### src/rtl/vexriscv_dbus_mem_bridge.sv
// Purpose: bridges the VexRiscv dBus to a fixed-latency SRAM port. It splits line refills into DATA_W beats
//          and range-checks every access.
// Latency: beat 0 is issued combinationally in the accept cycle. Every response beat follows its issue by exactly MEM_LATENCY cycles.
// Backpressure: cmd_ready is low while the remaining beats of a multi-beat read are issued. Responses never stall.
//
// Ports:
//   clk, reset                     clock and asynchronous active-high reset
//   dBus_cmd_*                     core command channel (valid/ready, wr, address, data, mask, size)
//   dBus_rsp_*                     response beats (valid, last, data, error), one per read beat
//   mem_req/we/addr/be/wdata       SRAM request, DATA_W aligned
//   mem_rdata                      SRAM read data, valid MEM_LATENCY cycles after a read request
module vexriscv_dbus_mem_bridge #(
    parameter int                DATA_W      = 32,
    parameter int                ADDR_W      = 32,
    parameter int                MEM_LATENCY = 1,
    parameter int                MAX_SIZE    = 6,
    parameter logic [ADDR_W-1:0] ADDR_BASE   = 32'h8000_0000,
    parameter logic [ADDR_W-1:0] ADDR_SIZE   = 32'h0001_0000,
    parameter bit                WRITE_RSP   = 1'b0
) (
    input  logic                clk,
    input  logic                reset,
    input  logic                dBus_cmd_valid,
    output logic                dBus_cmd_ready,
    input  logic                dBus_cmd_payload_wr,
    input  logic                dBus_cmd_payload_uncached,
    input  logic [ADDR_W-1:0]   dBus_cmd_payload_address,
    input  logic [DATA_W-1:0]   dBus_cmd_payload_data,
    input  logic [DATA_W/8-1:0] dBus_cmd_payload_mask,
    input  logic [2:0]          dBus_cmd_payload_size,
    input  logic                dBus_cmd_payload_last,
    output logic                dBus_rsp_valid,
    output logic                dBus_rsp_payload_last,
    output logic [DATA_W-1:0]   dBus_rsp_payload_data,
    output logic                dBus_rsp_payload_error,
    output logic                mem_req,
    output logic                mem_we,
    output logic [ADDR_W-1:0]   mem_addr,
    output logic [DATA_W/8-1:0] mem_be,
    output logic [DATA_W-1:0]   mem_wdata,
    input  logic [DATA_W-1:0]   mem_rdata
);
    localparam int                BYTES      = DATA_W / 8;
    localparam int                LOG_BYTES  = $clog2(BYTES);
    localparam logic [2:0]        LOG_BYTES3 = 3'(LOG_BYTES);
    localparam logic [3:0]        MAX_SIZE4  = 4'(MAX_SIZE);
    localparam logic [ADDR_W-1:0] ALIGN_MASK = ADDR_W'(BYTES - 1);
    localparam logic [ADDR_W-1:0] BEAT_STEP  = ADDR_W'(BYTES);

    typedef enum logic {IDLE, BURST} state_t;

    state_t            state;
    logic [ADDR_W-1:0] burst_addr;
    logic [7:0]        burst_left;   // beats still to issue, including the current one
    logic              burst_err;

    logic              cmd_accept;
    logic [ADDR_W-1:0] cmd_addr;
    logic [ADDR_W:0]   cmd_off;
    logic              cmd_legal;
    logic [7:0]        cmd_beats;

    logic              issue_vld;
    logic              issue_wr;
    logic              issue_err;
    logic              issue_last;
    logic [ADDR_W-1:0] issue_addr;
    logic [BYTES-1:0]  issue_be;
    logic [DATA_W-1:0] issue_wdata;
    logic              load_vld;

    logic [MEM_LATENCY-1:0] pipe_vld;
    logic [MEM_LATENCY-1:0] pipe_err;
    logic [MEM_LATENCY-1:0] pipe_last;
    logic [MEM_LATENCY-1:0] pipe_wr;

    // The core sends these fields, but they carry nothing this bridge needs.
    logic unused_inputs;
    assign unused_inputs = dBus_cmd_payload_uncached ^ dBus_cmd_payload_last;

    assign dBus_cmd_ready = (state == IDLE);
    assign cmd_accept     = dBus_cmd_valid && dBus_cmd_ready;
    assign cmd_addr       = dBus_cmd_payload_address & ~ALIGN_MASK;

    // The window check uses one extra bit so that addresses below ADDR_BASE show up as a borrow.
    assign cmd_off   = {1'b0, cmd_addr} - {1'b0, ADDR_BASE};
    assign cmd_legal = !cmd_off[ADDR_W] && (cmd_off[ADDR_W-1:0] < ADDR_SIZE)
                       && ({1'b0, dBus_cmd_payload_size} <= MAX_SIZE4);

    // Only reads are split into beats. A write is always a single beat.
    always_comb begin
        cmd_beats = 8'd1;
        if (!dBus_cmd_payload_wr && (dBus_cmd_payload_size > LOG_BYTES3))
            cmd_beats = 8'd1 << (dBus_cmd_payload_size - LOG_BYTES3);
    end

    // Beat 0 comes straight from the command. Later beats come from the burst registers.
    always_comb begin
        issue_vld   = 1'b0;
        issue_wr    = 1'b0;
        issue_err   = 1'b0;
        issue_last  = 1'b0;
        issue_addr  = cmd_addr;
        issue_be    = '1;
        issue_wdata = '0;
        if (state == BURST) begin
            issue_vld  = 1'b1;
            issue_err  = burst_err;
            issue_last = (burst_left == 8'd1);
            issue_addr = burst_addr;
        end else if (cmd_accept) begin
            issue_vld  = 1'b1;
            issue_wr   = dBus_cmd_payload_wr;
            issue_err  = !cmd_legal;
            issue_last = (cmd_beats == 8'd1);
            if (dBus_cmd_payload_wr) begin
                issue_be    = dBus_cmd_payload_mask;
                issue_wdata = dBus_cmd_payload_data;
            end
        end
    end

    // Illegal beats never reach memory. They still travel down the response pipe.
    assign mem_req   = issue_vld && !issue_err && !reset;
    assign mem_we    = mem_req && issue_wr;
    assign mem_addr  = mem_req ? issue_addr : '0;
    assign mem_be    = mem_req ? issue_be : '0;
    assign mem_wdata = mem_we ? issue_wdata : '0;

    always_ff @(posedge clk or posedge reset) begin
        if (reset) begin
            state      <= IDLE;
            burst_addr <= '0;
            burst_left <= '0;
            burst_err  <= 1'b0;
        end else begin
            case (state)
                IDLE: begin
                    if (cmd_accept && !dBus_cmd_payload_wr && (cmd_beats > 8'd1)) begin
                        state      <= BURST;
                        burst_addr <= cmd_addr + BEAT_STEP;
                        burst_left <= cmd_beats - 8'd1;
                        burst_err  <= !cmd_legal;
                    end
                end
                BURST: begin
                    burst_addr <= burst_addr + BEAT_STEP;
                    burst_left <= burst_left - 8'd1;
                    if (burst_left == 8'd1)
                        state <= IDLE;
                end
                default: state <= IDLE;
            endcase
        end
    end

    // The response pipe has one stage per cycle of memory latency. This keeps response order
    // and timing identical for legal and illegal beats.
    assign load_vld = issue_vld && (!issue_wr || WRITE_RSP);

    always_ff @(posedge clk or posedge reset) begin
        if (reset) begin
            pipe_vld  <= '0;
            pipe_err  <= '0;
            pipe_last <= '0;
            pipe_wr   <= '0;
        end else begin
            pipe_vld[0]  <= load_vld;
            pipe_err[0]  <= load_vld && issue_err;
            pipe_last[0] <= load_vld && issue_last;
            pipe_wr[0]   <= load_vld && issue_wr;
            for (int i = 1; i < MEM_LATENCY; i++) begin
                pipe_vld[i]  <= pipe_vld[i-1];
                pipe_err[i]  <= pipe_err[i-1];
                pipe_last[i] <= pipe_last[i-1];
                pipe_wr[i]   <= pipe_wr[i-1];
            end
        end
    end

    assign dBus_rsp_valid         = pipe_vld[MEM_LATENCY-1];
    assign dBus_rsp_payload_error = pipe_err[MEM_LATENCY-1];
    assign dBus_rsp_payload_last  = pipe_last[MEM_LATENCY-1];
    assign dBus_rsp_payload_data  = (pipe_vld[MEM_LATENCY-1] && !pipe_err[MEM_LATENCY-1]
                                     && !pipe_wr[MEM_LATENCY-1]) ? mem_rdata : '0;
endmodule

### config.mk
export PLATFORM = sky130hd
export DESIGN_NAME = vexriscv_dbus_mem_bridge
export DESIGN_NICKNAME = d
export VERILOG_FILES = /design/src/rtl/vexriscv_dbus_mem_bridge.sv
export SDC_FILE = /design/constraint.sdc
export NUM_CORES = 1
export LEC_CHECK = 0
export ABC_AREA = 0
export BUFFER_PORTS_ARGS = -buffer_cell sky130_fd_sc_hd__buf_2
export CAP_MARGIN = 20
export CORE_ASPECT_RATIO = 0.5
export CORE_MARGIN = 8
export CORE_UTILIZATION = 30
export CTS_CLUSTER_SIZE = 16
export DETAILED_ROUTE_END_ITERATION = 8
export PLACE_DENSITY = 0.63
export SYNTH_ARGS = -nofsm -noshare
export SYNTH_HDL_FRONTEND = slang
export SYNTH_SLANG_ARGS = --single-unit
### constraint.sdc
create_clock -name clk -period 4.5 [get_ports clk]
set_input_delay 0.9 -clock clk [delete_from_list [all_inputs] [get_ports clk]]
set_output_delay 0.9 -clock clk [all_outputs]
set_load 0.005 [all_outputs]
-- Yosys cells after proc, flatten, opt, wreduce, memory -nomap -nowiden
Cells that the tools add are included.
- add/subtract/negate cells: 6
- $lt $le $gt $ge: 4
- eq/ne operators: 3
- shifts and indexed selects: 1
- muxes and demuxes: 27
- bitwise logic cells: 1
- reductions and logical operators: 24
- operators by type and width (kind ; number):
    2-to-1 mux 32 bit ; 8
    adder 32 x 3 -> 32 bit (second input constant) ; 2
    one-hot mux 32 bit (2 select lines) ; 1
    subtractor 32 x 32 -> 33 bit (second input constant) ; 1
    < comparator 32 x 17 -> 1 bit (second input constant) ; 1
    equality test 8 x 1 -> 1 bit (second input constant) ; 2
    2-to-1 mux 4 bit ; 4
    2-to-1 mux 8 bit ; 2
    one-hot mux 8 bit (2 select lines) ; 1
    subtractor 8 x 1 -> 8 bit (second input constant) ; 2
    logical AND 1 bit ; 15
    2-to-1 mux 1 bit ; 10
    greater-than comparator 8 x 1 -> 1 bit (second input constant) ; 1
    logical NOT 1 bit ; 8
    << shifter 1 x 3 -> 8 bit (first input constant) ; 1
    greater-than comparator 3 x 2 -> 1 bit (second input constant) ; 1
    <= comparator 3 bit (second input constant) ; 1
    subtractor 3 x 2 -> 3 bit (second input constant) ; 1
    inequality test 2 x 1 -> 1 bit (second input constant) ; 1
    one-hot mux 1 bit (2 select lines) ; 1
    AND reduction 2 bit ; 1
    inverter 1 bit ; 1
- register bits: 46
- input port bits: 109
- output and inout port bits: 106
- word-level logic and storage cells: 74

-- Depth between registers and ports, before layout
- depth in word-level cells: 12
- mapped depth: 14
- mapped depth without buffers: 12

-- Worst setup path before layout
Ideal clock, no wire load.
- path kind: input port to output port
- start: input dBus_cmd_payload_address[26]
- end: output mem_addr[29]
- arrival time: 2216 ps
- required time: 3600 ps
- setup slack: 1384 ps
- stages: 8
- buffers on the path: 2
- cell sequence: nor4b_1 > nand4_1 > a21oi_1 > nand2_1 > a21o_1 > clkbuf_1 > clkbuf_1 > a21oi_1
- longest elaborated chain between the ends: 11
- elaborated cells on any way between the ends: 12
- classes of those cells: add/sub: 1; order compare: 1; mux: 3; reduce/logical: 7
- RTL lines (item ; RTL line ; RTL):
    start: declaration ; 27 ; input logic [ADDR_W-1:0] dBus_cmd_payload_address,
    subtractor 32 x 32 -> 33 bit (*) ; 86 ; assign cmd_off = {1'b0, cmd_addr} - {1'b0, ADDR_BASE};
    < comparator 32 x 17 -> 1 bit or logical NOT 1 bit (tied branches) ; 87 ; assign cmd_legal = !cmd_off[ADDR_W] && (cmd_off[ADDR_W-1:0] < ADDR_SIZE)
    logical AND 1 bit (*) ; 87 ;
    logical AND 1 bit (*) ; 88 ; && ({1'b0, dBus_cmd_payload_size} <= MAX_SIZE4);
    logical NOT 1 bit (*) ; 114 ; issue_err = !cmd_legal;
    2-to-1 mux 1 bit (*) ; 111 ; end else if (cmd_accept) begin
    2-to-1 mux 1 bit (*) ; 106 ; if (state == BURST) begin
    logical NOT 1 bit (*) ; 124 ; assign mem_req = issue_vld && !issue_err && !reset;
    logical AND 1 bit (*) (2 in a row) ; 124 ;
    2-to-1 mux 32 bit (*) ; 126 ; assign mem_addr = mem_req ? issue_addr : '0;
    end: declaration ; 38 ; output logic [ADDR_W-1:0] mem_addr,
Mark *: on every way between the ends. The rest lies on a longest branch, timed or not.

-- Worst setup path after layout
- start: input dBus_cmd_payload_address[17]
- end: output mem_addr[27]
The elaborated chain is that of the path after synthesis.

==> results.py <==
metrics = {
    "cts": {
        "clkTransAtPathRegs_ns": 0.06,
        "cts_resized": 0,
        "cts.sinks": 44,
        "insertion_delay_ns": 0.29,
        "cts-buffers-inserted": 5,
        "cts_tree": "done",
        "root_buffer": "clkbuf_16",
        "cts_setup_buffers": 0,
        "hold_buffers": 0,
        "cts_buffer_depth": 2,
        "htreeDepth": 2,
    },
    "critical_path": {
        "critical_path_arrival_ns": 2.77,
        "path_max_fanout": 35,
        "required_ns": 3.60,
        "reg2reg_to": "burst_addr[31]",
        "cp-start-kind": "input port",
        "r2r-start": "state",
        "cp-end-kind": "output pin",
        "worstSetupPathType": "in -> out",
        "r2r_slack_ns": 1.55,
        "reg2reg_depth": 7,
    },
    "hold_path": {
        "hold_path_depth": 1,
        "holdCritStartpoint": "burst_left[7]",
        "hold_end": "burst_left[7]",
        "hp-class": "reg -> reg",
    },
    "timing": {
        "grt_setup_unrepaired": "false",
        "final_max_slew_viol_count": 0,
        "relSlewSlack": 0.411,
        "period_share": 0.816,
        "fin_worst_skew_ns": 0.00598,
        "period_needed_ns": 3.67,
        "hold_viol_final": 0,
        "worst_pin_slew_ns": 0.884,
        "setup_viol": 0,
        "tns_ns": 0,
        "max_freq_mhz": 272,
    },
    "final_layout": {
        "area_delta_synth_final_pct": 31.1,
        "seqCellArea_mm2": 0.00110,
        "final_common_cell": "buf_2",
        "fin_cells": 914,
        "final_util": 0.396,
        "nFillCells": 1487,
        "finish.instance_area_mm2": 0.00563,
        "multi_input_area_mm2": 0.00297,
        "drive_above_1_share": 0.366,
        "final_cell_mix": "208 x buf_2, 66 x and2_1, 54 x nor2_1",
        "fin_nets": 830,
    },
    "die": {
        "dieWidth_um": 185,
        "ios": 215,
        "die-area_mm2": 0.0186,
        "rows": 31,
        "initial_core_util": 0.302,
        "core-area_mm2": 0.0142,
        "fp.dieH_um": 101,
    },
    "global_routing": {
        "grt_max_degree": 45,
        "grt_pass1_vias": 4390,
        "antenna_found_initial": 0,
        "grt_overflow_total": 0,
        "grt_pass1_wl_um": 23200,
        "grt_usage": 0.152,
    },
    "synth": {
        "synthArstFlopShare": 1.00,
        "synth_area_leaders": "dfrtp_1 26%, and2_1 9.6%, mux2i_1 7.2%, nor2_1 4.7%, nand2_1 4.1%",
        "postSynthAreaPerCell_um2": 8.26,
        "synth_seq_cells": 44,
        "yosysWarnings": 0,
        "synth_top_area_cell": "dfrtp_1",
        "syn_area_mm2": 0.00429,
        "synthCells": 520,
        "yosysTopAreaCellShare": 0.256,
        "synthDistinctLibCells": 69,
        "ys.flop_type": "dfrtp_1",
        "yosysSeqAreaShare": 0.256,
        "synth_edf_count": 0,
    },
    "power_and_ir_drop": {
        "clkPwrFrac": 0.285,
        "p_seq_frac": 0.377,
        "p_sw_mw": 0.460,
        "p_leak_nw": 2.82,
        "power-per-cell-area_mw_per_mm2": 237,
        "p_int_mw": 0.872,
        "total_power_mw": 1.33,
        "power_frac_comb": 0.338,
        "ir_drop_mv": 0.141,
        "switching_share": 0.345,
    },
    "flow_run": {
        "maxCapViolations": 0,
    },
    "placement": {
        "hpwl_um": 11600,
        "io_buffers": 208,
        "gp_congestion": 0.800,
        "place_area_mm2": 0.00547,
        "placed_cells": 904,
    },
    "route": {
        "dr.pass1.iters": 5,
        "vias": 4463,
        "detail_route.drc_violations": 0,
        "drtIter0Drc": 251,
        "ant_nets": 0,
        "routed_wl_um": 14800,
        "via_per_inst": 4.88,
        "wire_per_inst_um": 16.2,
    },
    "run_status": {
        "outcome": "finished clean",
    },
}
[worst max path at each step]
| stage | startpoint | to |
|---|---|---|
| after global placement | dBus_cmd_payload_address[22] | mem_addr[20] |
| after CTS | dBus_cmd_payload_address[17] | mem_addr[20] |
| after detailed placement | dBus_cmd_payload_size[1] | burst_addr[20] |
| after floorplan | dBus_cmd_payload_address[26] | mem_addr[29] |
| after global routing | dBus_cmd_payload_address[22] | mem_addr[20] |
| final | dBus_cmd_payload_address[17] | mem_addr[27] |
[layer usage]
layer / vias up / track usage / routed length [µm]
met5: - / 0 / 0
met1: 2121 / 0.189 / 6380
met2: 138 / 0.276 / 7250
met3: 6 / 0.0281 / 1090
li1: 2198 / - / -
met4: 0 / 0.0232 / 75
[critical path, stage by stage]
cell     delay, ns
buf_2         0.12
nor4b_1       0.36
nand4_1       0.20
a21oi_1       0.28
nand2_1       0.09
a21o_1        0.17
buf_4         0.25
nor2_1        0.22
buf_2         0.15
[cells in the mapped netlist (4+ instances only)]
| library cell | number |
|---|---|
| nor2b_1 | 6 |
| nor3_2 | 4 |
| buf_6 | 4 |
| nand2_1 | 47 |
| a31oi_1 | 5 |
| buf_2 | 8 |
| ha_1 | 7 |
| mux2i_1 | 31 |
| a21oi_1 | 30 |
| nand4_1 | 5 |
| buf_4 | 4 |
| a21oi_4 | 4 |
| nand4_2 | 4 |
| nor4_1 | 5 |
| dfrtp_1 | 44 |
| nor3_1 | 11 |
| xnor2_1 | 20 |
| o22ai_1 | 7 |
| and2_1 | 66 |
| xor2_1 | 12 |
| nor2_1 | 54 |
| clkbuf_1 | 15 |
| nand3_1 | 15 |
| nand2b_1 | 10 |
| o21ai_0 | 18 |
| inv_1 | 11 |
[cell type report]
type,count,share of cell area
multi-input cells,433,0.527
repair buffers,218,0.199
flip-flops and latches,44,0.196
well taps,198,0.0440
clock buffers,6,0.0247
inverters,12,0.00800
clock inverters,2,0.00178
diodes,1,0.000444
[metrics by stage]
stage	setup slack (ns)	hold WS [ns]
floorplan	1.38	0.458
global placement	0.848	0.481
detailed placement	0.750	0.491
CTS	0.777	0.506
global route	0.583	0.527
finish	0.826	0.503
[registers in the layout, summed over array words and instances, names as in the netlist]
register / count
burst_addr: 30
burst_left: 8
burst_err: 1
dBus_rsp_payload_error: 1
dBus_rsp_payload_last: 1
dBus_rsp_valid: 1
pipe_wr: 1
state: 1
[kinds of logic after synthesis]
logic type,Yosys count,share of synthesized area
adders and majority gates,7,0.0204
other,1,0.000873
AOI/OAI and AO/OA,96,0.156
muxes,35,0.0833
buffers and inverters,45,0.0559
DFF,44,0.256
and+or+nand+nor,260,0.362
xor gates and xnor gates,32,0.0653
[power groups by stage]
stage	registers, mW	logic, mW	clock network (mW)
2_1_floorplan	0.494	0.302	0
3_3_place_gp	0.505	0.447	0
3_5_place_dp	0.507	0.455	0
4_1_cts	0.501	0.457	0.390
5_1_grt	0.510	0.508	0.406
6_report	0.502	0.451	0.380
Note: power is estimated with default switching activity, not from simulation.
